[config.mk]
export PLATFORM = sky130hd
export DESIGN_NAME = bitsixtyfour_drive_capture
export DESIGN_NICKNAME = d
export VERILOG_FILES = /design/src/rtl/bitsixtyfour_drive_capture.sv
export SDC_FILE = /design/constraint.sdc
export NUM_CORES = 1
export LEC_CHECK = 0
export CAP_MARGIN = 40
export CELL_PAD_IN_SITES_DETAIL_PLACEMENT = 1
export CELL_PAD_IN_SITES_GLOBAL_PLACEMENT = 1
export CORE_MARGIN = 2
export CORE_UTILIZATION = 36
export CTS_BUF_LIST = sky130_fd_sc_hd__clkbuf_8
export DETAILED_ROUTE_END_ITERATION = 7
export GPL_ROUTABILITY_DRIVEN = 0
export MAX_ROUTING_LAYER = met4
export PLACE_DENSITY_LB_ADDON = 0.2
export SLEW_MARGIN = 20
export SYNTH_ARGS = -nofsm -noshare
export SYNTH_HDL_FRONTEND = slang
export SYNTH_SLANG_ARGS = --single-unit
export TNS_END_PERCENT = 30
[constraint.sdc]
create_clock -name wb_clk_i -period 6.2 [get_ports wb_clk_i]
set_clock_uncertainty 0.2 [all_clocks]
set_input_delay 0.93 -clock wb_clk_i [delete_from_list [all_inputs] [get_ports wb_clk_i]]
set_output_delay 0.93 -clock wb_clk_i [all_outputs]
set_load 0.05 [all_outputs]
[src/rtl/bitsixtyfour_drive_capture.sv]
// Rail driver and result capture for the 64-bit CMOS compare array.
// Buffers x/k operands, drives true/complement rails for a settle window, then counts matches.
module bitsixtyfour_drive_capture #(
  parameter int BIT_SIZE = 64,
  parameter int SETTLE_W = 8,
  parameter int CNT_W    = 7
) (
  input  logic                wb_clk_i,
  input  logic                wb_rst_i,
  input  logic                wr_en,
  input  logic [1:0]          wr_addr,
  input  logic [31:0]         wr_data,
  input  logic                start,
  input  logic [SETTLE_W-1:0] settle_cycles,
  output logic                busy,
  output logic                done,
  output logic [BIT_SIZE-1:0] x,
  output logic [BIT_SIZE-1:0] x_bar,
  output logic [BIT_SIZE-1:0] k,
  output logic [BIT_SIZE-1:0] k_bar,
  input  logic [BIT_SIZE-1:0] s_in,
  output logic [BIT_SIZE-1:0] s_cap,
  output logic [CNT_W-1:0]    match_count
);

  typedef enum logic [1:0] {
    ST_IDLE  = 2'd0,
    ST_PRE   = 2'd1,
    ST_DRIVE = 2'd2,
    ST_CAP   = 2'd3
  } state_t;

  state_t                r_state;
  logic [BIT_SIZE-1:0]   r_x_sh;
  logic [BIT_SIZE-1:0]   r_k_sh;
  logic [BIT_SIZE-1:0]   r_x_d;
  logic [BIT_SIZE-1:0]   r_k_d;
  logic [BIT_SIZE-1:0]   r_x;
  logic [BIT_SIZE-1:0]   r_x_bar;
  logic [BIT_SIZE-1:0]   r_k;
  logic [BIT_SIZE-1:0]   r_k_bar;
  logic [BIT_SIZE-1:0]   r_s_cap;
  logic [CNT_W-1:0]      r_match_count;
  logic [SETTLE_W-1:0]   r_n;
  logic [SETTLE_W-1:0]   r_cnt;
  logic                  r_busy;
  logic                  r_done;

  logic [SETTLE_W-1:0]   w_settle_n;
  logic [CNT_W-1:0]      w_popcnt;

  function automatic logic [CNT_W-1:0] popcount(input logic [BIT_SIZE-1:0] v);
    logic [CNT_W-1:0] acc;
    acc = '0;
    for (int i = 0; i < BIT_SIZE; i++) begin
      acc = acc + CNT_W'(v[i]);
    end
    return acc;
  endfunction

  assign w_settle_n = (settle_cycles == '0) ? SETTLE_W'(1) : settle_cycles;
  assign w_popcnt   = popcount(r_s_cap);

  // Rails are only ever loaded from neutral (PRE) and only ever returned to neutral
  // (last DRIVE edge), so a pair can never be driven to both 1 or switch driven-to-driven.
  always_ff @(posedge wb_clk_i) begin
    if (wb_rst_i) begin
      r_state       <= ST_IDLE;
      r_x_sh        <= '0;
      r_k_sh        <= '0;
      r_x_d         <= '0;
      r_k_d         <= '0;
      r_x           <= '0;
      r_x_bar       <= '0;
      r_k           <= '0;
      r_k_bar       <= '0;
      r_s_cap       <= '0;
      r_match_count <= '0;
      r_n           <= '0;
      r_cnt         <= '0;
      r_busy        <= 1'b0;
      r_done        <= 1'b0;
    end else begin
      if (wr_en) begin
        case (wr_addr)
          2'd0:    r_x_sh[31:0]  <= wr_data;
          2'd1:    r_x_sh[63:32] <= wr_data;
          2'd2:    r_k_sh[31:0]  <= wr_data;
          default: r_k_sh[63:32] <= wr_data;
        endcase
      end

      r_done <= 1'b0;

      case (r_state)
        ST_IDLE: begin
          if (start) begin
            r_state <= ST_PRE;
            r_busy  <= 1'b1;
            r_n     <= w_settle_n;
            r_x_d   <= r_x_sh;
            r_k_d   <= r_k_sh;
          end
        end
        ST_PRE: begin
          r_state <= ST_DRIVE;
          r_cnt   <= r_n;
          r_x     <= r_x_d;
          r_x_bar <= ~r_x_d;
          r_k     <= r_k_d;
          r_k_bar <= ~r_k_d;
        end
        ST_DRIVE: begin
          r_cnt <= r_cnt - SETTLE_W'(1);
          if (r_cnt == SETTLE_W'(1)) begin
            r_s_cap <= s_in;
            r_state <= ST_CAP;
            r_x     <= '0;
            r_x_bar <= '0;
            r_k     <= '0;
            r_k_bar <= '0;
          end
        end
        ST_CAP: begin
          r_match_count <= w_popcnt;
          r_done        <= 1'b1;
          r_busy        <= 1'b0;
          r_state       <= ST_IDLE;
        end
        default: r_state <= ST_IDLE;
      endcase
    end
  end

  assign busy        = r_busy;
  assign done        = r_done;
  assign x           = r_x;
  assign x_bar       = r_x_bar;
  assign k           = r_k;
  assign k_bar       = r_k_bar;
  assign s_cap       = r_s_cap;
  assign match_count = r_match_count;

endmodule

==> metrics.txt, run 1 <==
outcome=complete, no violations; antenna violations before repair=6; Worst Tran Pin Value=1.14 ns; routing usage on met1=28.6%; sequential area share after synthesis=52.5%; crit-path max FO=3; total chip power=0.0131 W; GR peak layer=met2; total placed cells including tap cells=3954; most frequent cells in the layout=1044 x nand2_1, 594 x a21oi_1, 591 x dfxtp_1; clock share of power=30.1%; vias in the first global route=21605; Internal Power=0.00794 W; vias=20397; Area growth, synth to finish=32.2%; num ports=439; Mapped Area=23000 um2; post-synthesis cell type count=43; WP data arrival=6.40 ns; final period utilization=97.9%; Syn Nets=3028; Async SR Flop Fraction=0%; GRT Overall Usage=24.0%; RSZ-0062 raised after global routing=true; dpl ws=-0.103 ns; H-tree levels=3; 1st-iter DRT viols=898; Synth Flop Type=dfxtp_1; first-pass GRT wire length=122000 um; final net count=3406; CP required=6.53 ns; Post-synth EDFFs=0; Max Transition Viols Final=0; Die Footprint=65900 um2; GR Layer Usage met3=3.69%; die height=257 um; Setup TNS=0 ns; maximum vdd drop=0.265 mV; final routed wire length divided by cell count=18.8 um; share of post-route cells with drive strength above 1=6.99%; fin crit period=6.07 ns; Hold Crit Class=flop to flop; sequential power share=35.5%; Clock Root Buffer=clkbuf_8; Rows=92; most common cell after layout, fill and taps aside=nand2_1; Fillers=7563; switching power=0.00520 W; largest net degree at the start of global routing=225; CTS max path bufs=3; CTS tree=yes; Worst-path clk slew=0.06 ns; Leakage=10.8 nW; Initial Util=36.4%; core area=63100 um2; synth warn=0; final setup fails=0; utilization after layout=48.2%; Worst-Skew Late Latency=0.70 ns; combinational power share=34.4%; dpl hpwl=54200 um; Chip Width=257 um; CP Capture Type=flop; max_cap viols=0; final hold viol count=0; DRC violations left=0; via/cell ratio=4.91; remaining antenna violation count=0; reg2reg path depth=18; PwrDens=433 nW/um2; first-pass detailed-route iteration total=5; Gate Count Post-Synth=2843; # hold bufs at CTS=0; Max-Slew Margin vs Limit=24.0%; Post-Route WL=78200 um; Num CTS Buffers=108; Seq cells post-synth=603; CP Launch Type=flop; Finished Layout Cells=4157; Worst Hold Depth=2; global-route met2 utilization=41.3%; critical path type=flop to flop; setup ws final=0.131 ns; Sw Ratio=39.6%; GRT Residual Overflow=0; I/O Buffers=438; Max Freq=165 MHz; CTS sink cnt=603; Mapped Avg Cell Area=8.08 um2
-- repair_timing --
action / 4_1_cts / 5_1_grt
endpoints found under the setup margin: 1 / 5
pin swaps: 1 / 6
gates resized for setup: 2 / 5
setup buffers: 0 / 0
-- layout make-up --
cell class / instances / area, um2 / area share [%]
Multi-Input combinational cell: 1942 / 9760 / 32.1
Clock buffer: 154 / 2120 / 6.98
Clock inverter: 40 / 235 / 0.774
Tap cell: 846 / 1060 / 3.48
Antenna cell: 6 / 15.0 / 0.0494
Sequential cell: 603 / 12100 / 39.8
Timing Repair Buffer: 466 / 4730 / 15.6
Inverter: 100 / 375 / 1.24
-- metal layers --
layer	share of wire (%)	wire, um
met5	0	0
met4	2.8	2150
met3	3.9	3050
met2	50	39400
met1	43	33500
-- kinds of logic (layout without fill, tap and decap cells) --
kind of cell | count (synthesis) | in the layout | synth area share [%]
simple gates | 1233 | 1233 | 22.1
other cells | 0 | 6 | 0
xor+xnor | 1 | 1 | 0.0381
buf+inv | 298 | 760 | 5.34
compound gates | 629 | 629 | 13.9
mux | 4 | 4 | 0.174
fa+ha+maj | 75 | 75 | 5.85
flops | 603 | 603 | 52.5
-- worst max-delay path: stages, from the launching register on --
cell and delay (ns):
dfxtp_2 0.33, inv_1 0.06, fa_1 0.53, inv_1 0.05, fa_1 0.47, inv_1 0.05
fa_1 0.52, fa_1 0.44, fa_1 0.49, fa_1 0.54, fa_1 0.44, fa_1 0.49
inv_1 0.04, ha_1 0.22, fa_2 0.42, a211oi_2 0.26, o21bai_1 0.10, a21oi_1 0.15
a211oi_1 0.08
-- path summary, 6_finish.rpt --
kind	startpoint	to	slack, ns
hold reg to reg	r_k_sh[24]	r_k_d[24]	0.25
setup reg to reg	s_cap[35]	match_count[6]	0.13
hold / removal	r_k_sh[24]	r_k_d[24]	0.25
setup / recovery	s_cap[35]	match_count[6]	0.13
-- stage by stage --
| step | hold slack (ns) | instance area, um2 |
|---|---|---|
| after floorplan | 0.232 | 23000 |
| after global placement | 0.241 | 27800 |
| after detailed placement | 0.246 | 27900 |
| after CTS | 0.252 | 30300 |
| after global routing | 0.270 | 30400 |
| final | 0.249 | 30400 |
-- cells in the mapped netlist (2+ instances only) --
library cell | count | share of area (%)
nand3_1 | 4 | 0.087
a31oi_1 | 3 | 0.082
nand2_1 | 1046 | 17
nor3b_1 | 6 | 0.20
mux2i_1 | 4 | 0.17
a21o_1 | 3 | 0.098
ha_1 | 21 | 1.1
buf_1 | 3 | 0.049
buf_2 | 69 | 1.5
a211oi_1 | 8 | 0.26
inv_1 | 99 | 1.6
and3_1 | 5 | 0.14
nand2b_1 | 133 | 3.6
nor2b_1 | 7 | 0.19
nor2_1 | 16 | 0.26
nor4_1 | 2 | 0.054
fa_1 | 54 | 4.7
nor3_1 | 4 | 0.087
a21oi_1 | 595 | 13
buf_4 | 6 | 0.20
dfxtp_1 | 603 | 53
o21ai_0 | 12 | 0.26
clkbuf_1 | 120 | 2.0
-- power groups by stage --
stage / sequential (W) / combinational, W / clock, W
floorplan: 0.00597 / 0.00176 / 0
global placement: 0.00473 / 0.00437 / 0
detailed placement: 0.00475 / 0.00453 / 0
CTS: 0.00468 / 0.00454 / 0.00407
global route: 0.00472 / 0.00488 / 0.00426
finish: 0.00467 / 0.00452 / 0.00396
Power figures use the tool's default switching activity.
==> inputs of run 2 (changes only) <==
Settings changed: CORE_UTILIZATION 36 to 40.
Clock period 6.2 ns to 6.1 ns, I/O delays scaled along.
==> run 2 against run 1 <==
  * The flow now finishes with violations (negative setup slack)
  * Count of clock-buffer cells in the layout shrank 23
  * Critical path depth is the same
  * Final cell count shrank 2.7%
  * First-iteration DRC count grew 21%
  * Clock power shrank 11%
  * Sequential share of layout area grew 0.69 points
  * Critical path type unchanged
  * Largest power group unchanged
==> metrics.txt, run 2 (same netlist as run 1, synthesis figures left out) <==
Post-Route WL=77300 um (-1.1%); max_cap viols=0 (unchanged); setup ws final=-0.000582 ns (-0.131 ns); most common cell after layout, fill and taps aside=nand2_1; dpl hpwl=53700 um (-0.95%); reg2reg setup slack=-0.0006 ns (-0.13 ns); CTS sink cnt=603 (unchanged); switching power=0.00522 W (+0.40%); first-pass GRT wire length=121000 um (-0.63%); Crit path largest cell delay=0.56 ns (+0.02 ns); Crit-path slowest cell=fa_2; CTS tree=yes; worst hold slack=0.250 ns (+0.00150 ns); WP data arrival=6.44 ns (+0.04 ns); hold_sp=r_x_sh[16]; outcome=finished with violations; maximum vdd drop=0.362 mV (+37%); vias in the first global route=21710 (+0.49%); final routed wire length divided by cell count=19.1 um (+1.6%); CP cell instances=inv_1 -> fa_1 -> inv_1 -> fa_2 -> inv_1 -> fa_2 -> fa_1 -> fa_1 -> fa_1 -> fa_1 -> fa_1 -> inv_1 -> ha_4 -> fa_2 -> a211oi_2 -> o21bai_1 -> a21oi_1 -> a211oi_1; first-pass detailed-route iteration total=5 (unchanged); Clock Root Buffer=clkbuf_8; Rows=87 (-5.4%); share of post-route cells with drive strength above 1=6.73% (-0.26 points); most frequent cells in the layout=1044 x nand2_1, 594 x a21oi_1, 578 x dfxtp_1; crit-path max FO=3 (unchanged); final net count=3396 (-0.29%); Area growth, synth to finish=30.2%; Max-Slew Margin vs Limit=38.9% (+15 points); H-tree levels=3 (unchanged); Worst Tran Pin Value=0.917 ns (-0.223 ns); Chip Width=244 um (-5.1%); final setup fails=1 (+1); Worst Hold Depth=2 (unchanged); num ports=439 (unchanged); via/cell ratio=5.05 (+3.0%); largest net degree at the start of global routing=208 (-7.6%); GRT Overall Usage=26.5% (+2.5 points); Setup TNS=-0.000582 ns (-0.000582 ns); vias=20446 (+0.24%); Worst-path clk slew=0.06 ns (about the same); # hold bufs at CTS=0 (unchanged); Leakage=10.6 nW (-1.7%); violated checks=negative setup slack; PwrDens=430 nW/um2 (-0.52%); RSZ-0062 raised after global routing=true; CTS max path bufs=3 (unchanged); CP most frequent cell=fa_1; Hold Crit Class=flop to flop; Internal Power=0.00766 W (-3.6%); Num CTS Buffers=100 (-7.4%); Max Freq=164 MHz (-0.51%); reg2reg path depth=18 (unchanged); Sw Ratio=40.6% (+0.97 points); DRC violations left=0 (unchanged); sequential power share=36.8% (+1.3 points); GRT Residual Overflow=0 (unchanged); Worst-Skew Late Latency=0.70 ns (about the same); fin crit period=6.10 ns (+0.0313 ns); CP Launch Type=flop; Reg2Reg Launch Point=s_cap[35]; combinational power share=35.8% (+1.4 points); CP Capture Type=flop; final hold viol count=0 (unchanged); hold endpoint=r_x_d[16]; crit path from=s_cap[35]; final instance area=29900 um2 (-1.5%); clock share of power=27.4% (-2.7 points); core area=56600 um2 (-10%); Max Transition Viols Final=0 (unchanged); antenna violations before repair=4 (-2); 1st-iter DRT viols=1083 (+21%); critical path type=flop to flop; Die Footprint=59400 um2 (-9.8%); Fillers=6821 (-9.8%); FF-to-FF End=match_count[6]; die height=244 um (-5.1%); placed cell area=27800 um2 (-0.36%); final period utilization=100% (+2.1 points); CP required=6.43 ns (-0.10 ns); utilization after layout=52.9% (+4.7 points); remaining antenna violation count=0 (unchanged); I/O Buffers=438 (unchanged); Initial Util=40.6% (+4.2 points)
run 2: cell type report:
class	count	area, um2	share of cell area [%]
Tap cell	756	946	3.16
Clock buffer	131	1800	6.02
Inverter	100	375	1.25
Multi-Input combinational cell	1942	9790	32.7
Timing Repair Buffer	464	4690	15.7
Clock inverter	45	199	0.665
Sequential cell	603	12100	40.5
Antenna cell	4	10.0	0.0334
run 2: worst max path at each step:
stage / end / slack [ns] / cells past startpoint
floorplan: match_count[6] / 0.03 / 19
global placement: match_count[6] / -0.01 / 19
detailed placement: match_count[6] / -0.14 / 19
CTS: match_count[6] / 0.006 / 18
global route: match_count[6] / -0.16 / 18
finish: match_count[6] / -0.0006 / 18
run 2: worst max-delay path, delay by kind of cell, from the launching register on:
kind | cells | cell delay [ns]
AO/OA/AOI/OAI | 4 | 0.61
adder cells (fa/ha/maj) | 10 | 4.56
buffers and inverters | 4 | 0.22
flip-flops | 1 | 0.35
run 2: layer usage:
layer  GRT usage, %  vias to the layer above  share of wire, %
met5              -                        -                 0
met1           31.5                    10076                43
li1               -                     9799                 -
met3           4.51                      150               4.1
met2           44.5                      421                49
met4           10.7                        0               3.7
run 2: stage by stage:
stage / worst slack (ns) / instances / total power (W)
floorplan: 0.0346 / 2843 / 0.00785
global placement: -0.0131 / 3859 / 0.00923
detailed placement: -0.136 / 3862 / 0.00940
CTS: 0.00642 / 4038 / 0.0130
global route: -0.157 / 4045 / 0.0135
finish: -0.000582 / 4045 / 0.0129
run 2: repair_timing:
item,in CTS,in global routing
setup endpoints to repair,4,5
hold endpoints to repair,0,0
resized for setup,5,8
setup buffers,0,1
pin swaps,5,16
run 2: power groups by stage:
| stage | sequential (W) | combinational, W | clock, W |
|---|---|---|---|
| after floorplan | 0.00607 | 0.00179 | 0 |
| after global placement | 0.00480 | 0.00443 | 0 |
| after detailed placement | 0.00482 | 0.00457 | 0 |
| after CTS | 0.00475 | 0.00460 | 0.00363 |
| after global routing | 0.00480 | 0.00494 | 0.00381 |
| final | 0.00474 | 0.00460 | 0.00353 |
==> inputs of run 3 (changes only) <==
Settings changed: MAX_ROUTING_LAYER met4 to default.
==> run 3 against run 2 <==
  * The flow now finishes without violations
  * Critical endpoint unchanged
  * Sequential power about the same
  * Global-route usage down 0.77 points
  * Critical path type unchanged
  * Final area unchanged
==> metrics.txt, run 3 (same netlist as run 1, synthesis figures left out) <==
Sw Ratio=40.5% (about the same); core area=56600 um2 (unchanged); GRT Residual Overflow=0 (unchanged); family with the most delay on the worst path=adder cells; Chip Width=244 um (unchanged); utilization after layout=52.9% (unchanged); Num CTS Buffers=100 (unchanged); antenna violations before repair=4 (unchanged); Bufs and invs on worst path=4 (unchanged); PwrDens=430 nW/um2 (about the same); Max Freq=164 MHz (+0.12%); CP required=6.43 ns (about the same); Max Transition Viols Final=0 (unchanged); CP Capture Type=flop; GRT Overall Usage=25.7% (-0.77 points); total chip power=0.0129 W (about the same); reg2reg path depth=18 (unchanged); vias in the first global route=21712 (+0.0092%); critical path type=flop to flop; Crit path largest cell delay=0.56 ns (about the same); via/cell ratio=5.05 (about the same); worst hold slack=0.252 ns (+0.00128 ns); final period utilization=99.9% (-0.12 points); CTS max path bufs=3 (unchanged); CP cell instances=inv_1 -> fa_1 -> inv_1 -> fa_2 -> inv_1 -> fa_2 -> fa_1 -> fa_1 -> fa_1 -> fa_1 -> fa_1 -> inv_1 -> ha_4 -> fa_2 -> a211oi_2 -> o21bai_1 -> a21oi_1 -> a211oi_1; placed cell area=27800 um2 (unchanged); Worst-Skew Late Latency=0.69 ns (about the same); Area growth, synth to finish=30.2% (unchanged); crit-path max FO=3 (unchanged); largest net degree at the start of global routing=208 (unchanged); maximum vdd drop=0.360 mV (-0.78%); # hold bufs at CTS=0 (unchanged); clock share of power=27.4% (about the same); DRC violations left=0 (unchanged); Post-Route WL=77400 um (about the same); die height=244 um (unchanged); Worst Tran Pin Value=1.14 ns (+0.219 ns); switching power=0.00522 W (-0.11%); final hold viol count=0 (unchanged); crit path from=s_cap[35]; Crit path depth=18 (unchanged); FF-to-FF End=match_count[6]; Max-Slew Margin vs Limit=24.3% (-15 points); hold_sp=r_x_sh[16]; WP data arrival=6.42 ns (-0.02 ns); CTS tree=yes; first-pass GRT wire length=121000 um (about the same); I/O Buffers=438 (unchanged); crit path to=match_count[6]; Reg2Reg Launch Point=s_cap[35]; final routed wire length divided by cell count=19.1 um (about the same); remaining antenna violation count=0 (unchanged); Internal Power=0.00765 W (about the same); final instance area=29900 um2 (unchanged); dpl ws=-0.136 ns (unchanged); most common cell after layout, fill and taps aside=nand2_1; Initial Util=40.6% (unchanged); setup ws final=0.00681 ns (+0.00739 ns); Die Footprint=59400 um2 (unchanged); reg2reg setup slack=0.007 ns (about the same); CP Launch Type=flop; sequential power share=36.8% (about the same); outcome=complete, no violations; final net count=3396 (unchanged); max_cap viols=0 (unchanged); num ports=439 (unchanged); CP most frequent cell=fa_1; vias=20443 (-0.015%); Rows=87 (unchanged); H-tree levels=3 (unchanged); fin crit period=6.09 ns (-0.00739 ns); 1st-iter DRT viols=1009 (-6.8%); share of post-route cells with drive strength above 1=6.73% (unchanged); Hold Crit Class=flop to flop; Worst-path clk slew=0.06 ns (about the same); Clock Root Buffer=clkbuf_8; CTS sink cnt=603 (unchanged); RSZ-0062 raised after global routing=true; Leakage=10.6 nW (unchanged); first-pass detailed-route iteration total=4 (-1); most frequent cells in the layout=1044 x nand2_1, 594 x a21oi_1, 578 x dfxtp_1; combinational power share=35.7% (about the same); Crit-path slowest cell=fa_2; final setup fails=0 (-1); dpl hpwl=53700 um (unchanged)
[run 3: cell counts in the layout (fill, tap and decap cells not counted)]
Identical to the previous run, type by type.
[run 3: power by group through the flow]
stage | Sequential [W] | Combinational, W | Clock [W]
2_1_floorplan | 0.00607 | 0.00179 | 0
3_3_place_gp | 0.00480 | 0.00443 | 0
3_5_place_dp | 0.00482 | 0.00457 | 0
4_1_cts | 0.00475 | 0.00460 | 0.00363
5_1_grt | 0.00480 | 0.00494 | 0.00381
6_report | 0.00474 | 0.00460 | 0.00353
[run 3: routing by layer]
metal  part of all wire, %  vias to the layer above  track usage [%]
li1                      -                     9798                -
met1                    43                    10079             31.4
met2                    49                      425             44.5
met3                   4.4                      141             4.69
met4                   3.6                        0             10.6
met5                     0                        -                0
[run 3: cell type report]
class	instances	area (um2)
Timing Repair Buffer	464	4690
Multi-Input combinational cell	1942	9790
Fill cell	6817	26700
Inverter	100	375
Sequential cell	603	12100
Clock inverter	45	199
Antenna cell	4	10.0
Clock buffer	131	1800
Tap cell	756	946
[run 3: worst min path at each step]
| stage | to | slack [ns] | cells past startpoint |
|---|---|---|---|
| 6_report | r_x_d[16] | 0.25 | 2 |
| 5_1_grt | r_x_sh[4] | 0.27 | 2 |
| 4_1_cts | r_k_d[19] | 0.25 | 2 |
| 3_5_place_dp | r_k_d[35] | 0.25 | 2 |
| 3_3_place_gp | r_x_d[32] | 0.24 | 2 |
| 2_1_floorplan | r_n[4] | 0.23 | 2 |
[run 3: repair_timing]
item	in CTS	in global routing
endpoints found under the hold margin	0	0
buffers inserted	0	1
gates resized for setup	5	8
setup endpoints to repair	4	5
pin swaps	5	16
[run 3: metrics by stage]
step	std cells	TNS (ns)
after floorplan	2843	0
after global placement	3859	-0.0131
after detailed placement	3862	-0.186
after CTS	4038	0
after global routing	4043	-0.360
final	4045	0
[run 3: worst register-to-register path: cells and delay by family (launching register included)]
| kind | cells | cell delay, ns |
|---|---|---|
| adders and majority gates | 10 | 4.55 |
| buffers and inverters | 4 | 0.22 |
| DFF | 1 | 0.35 |
| AOI/OAI and AO/OA | 4 | 0.60 |
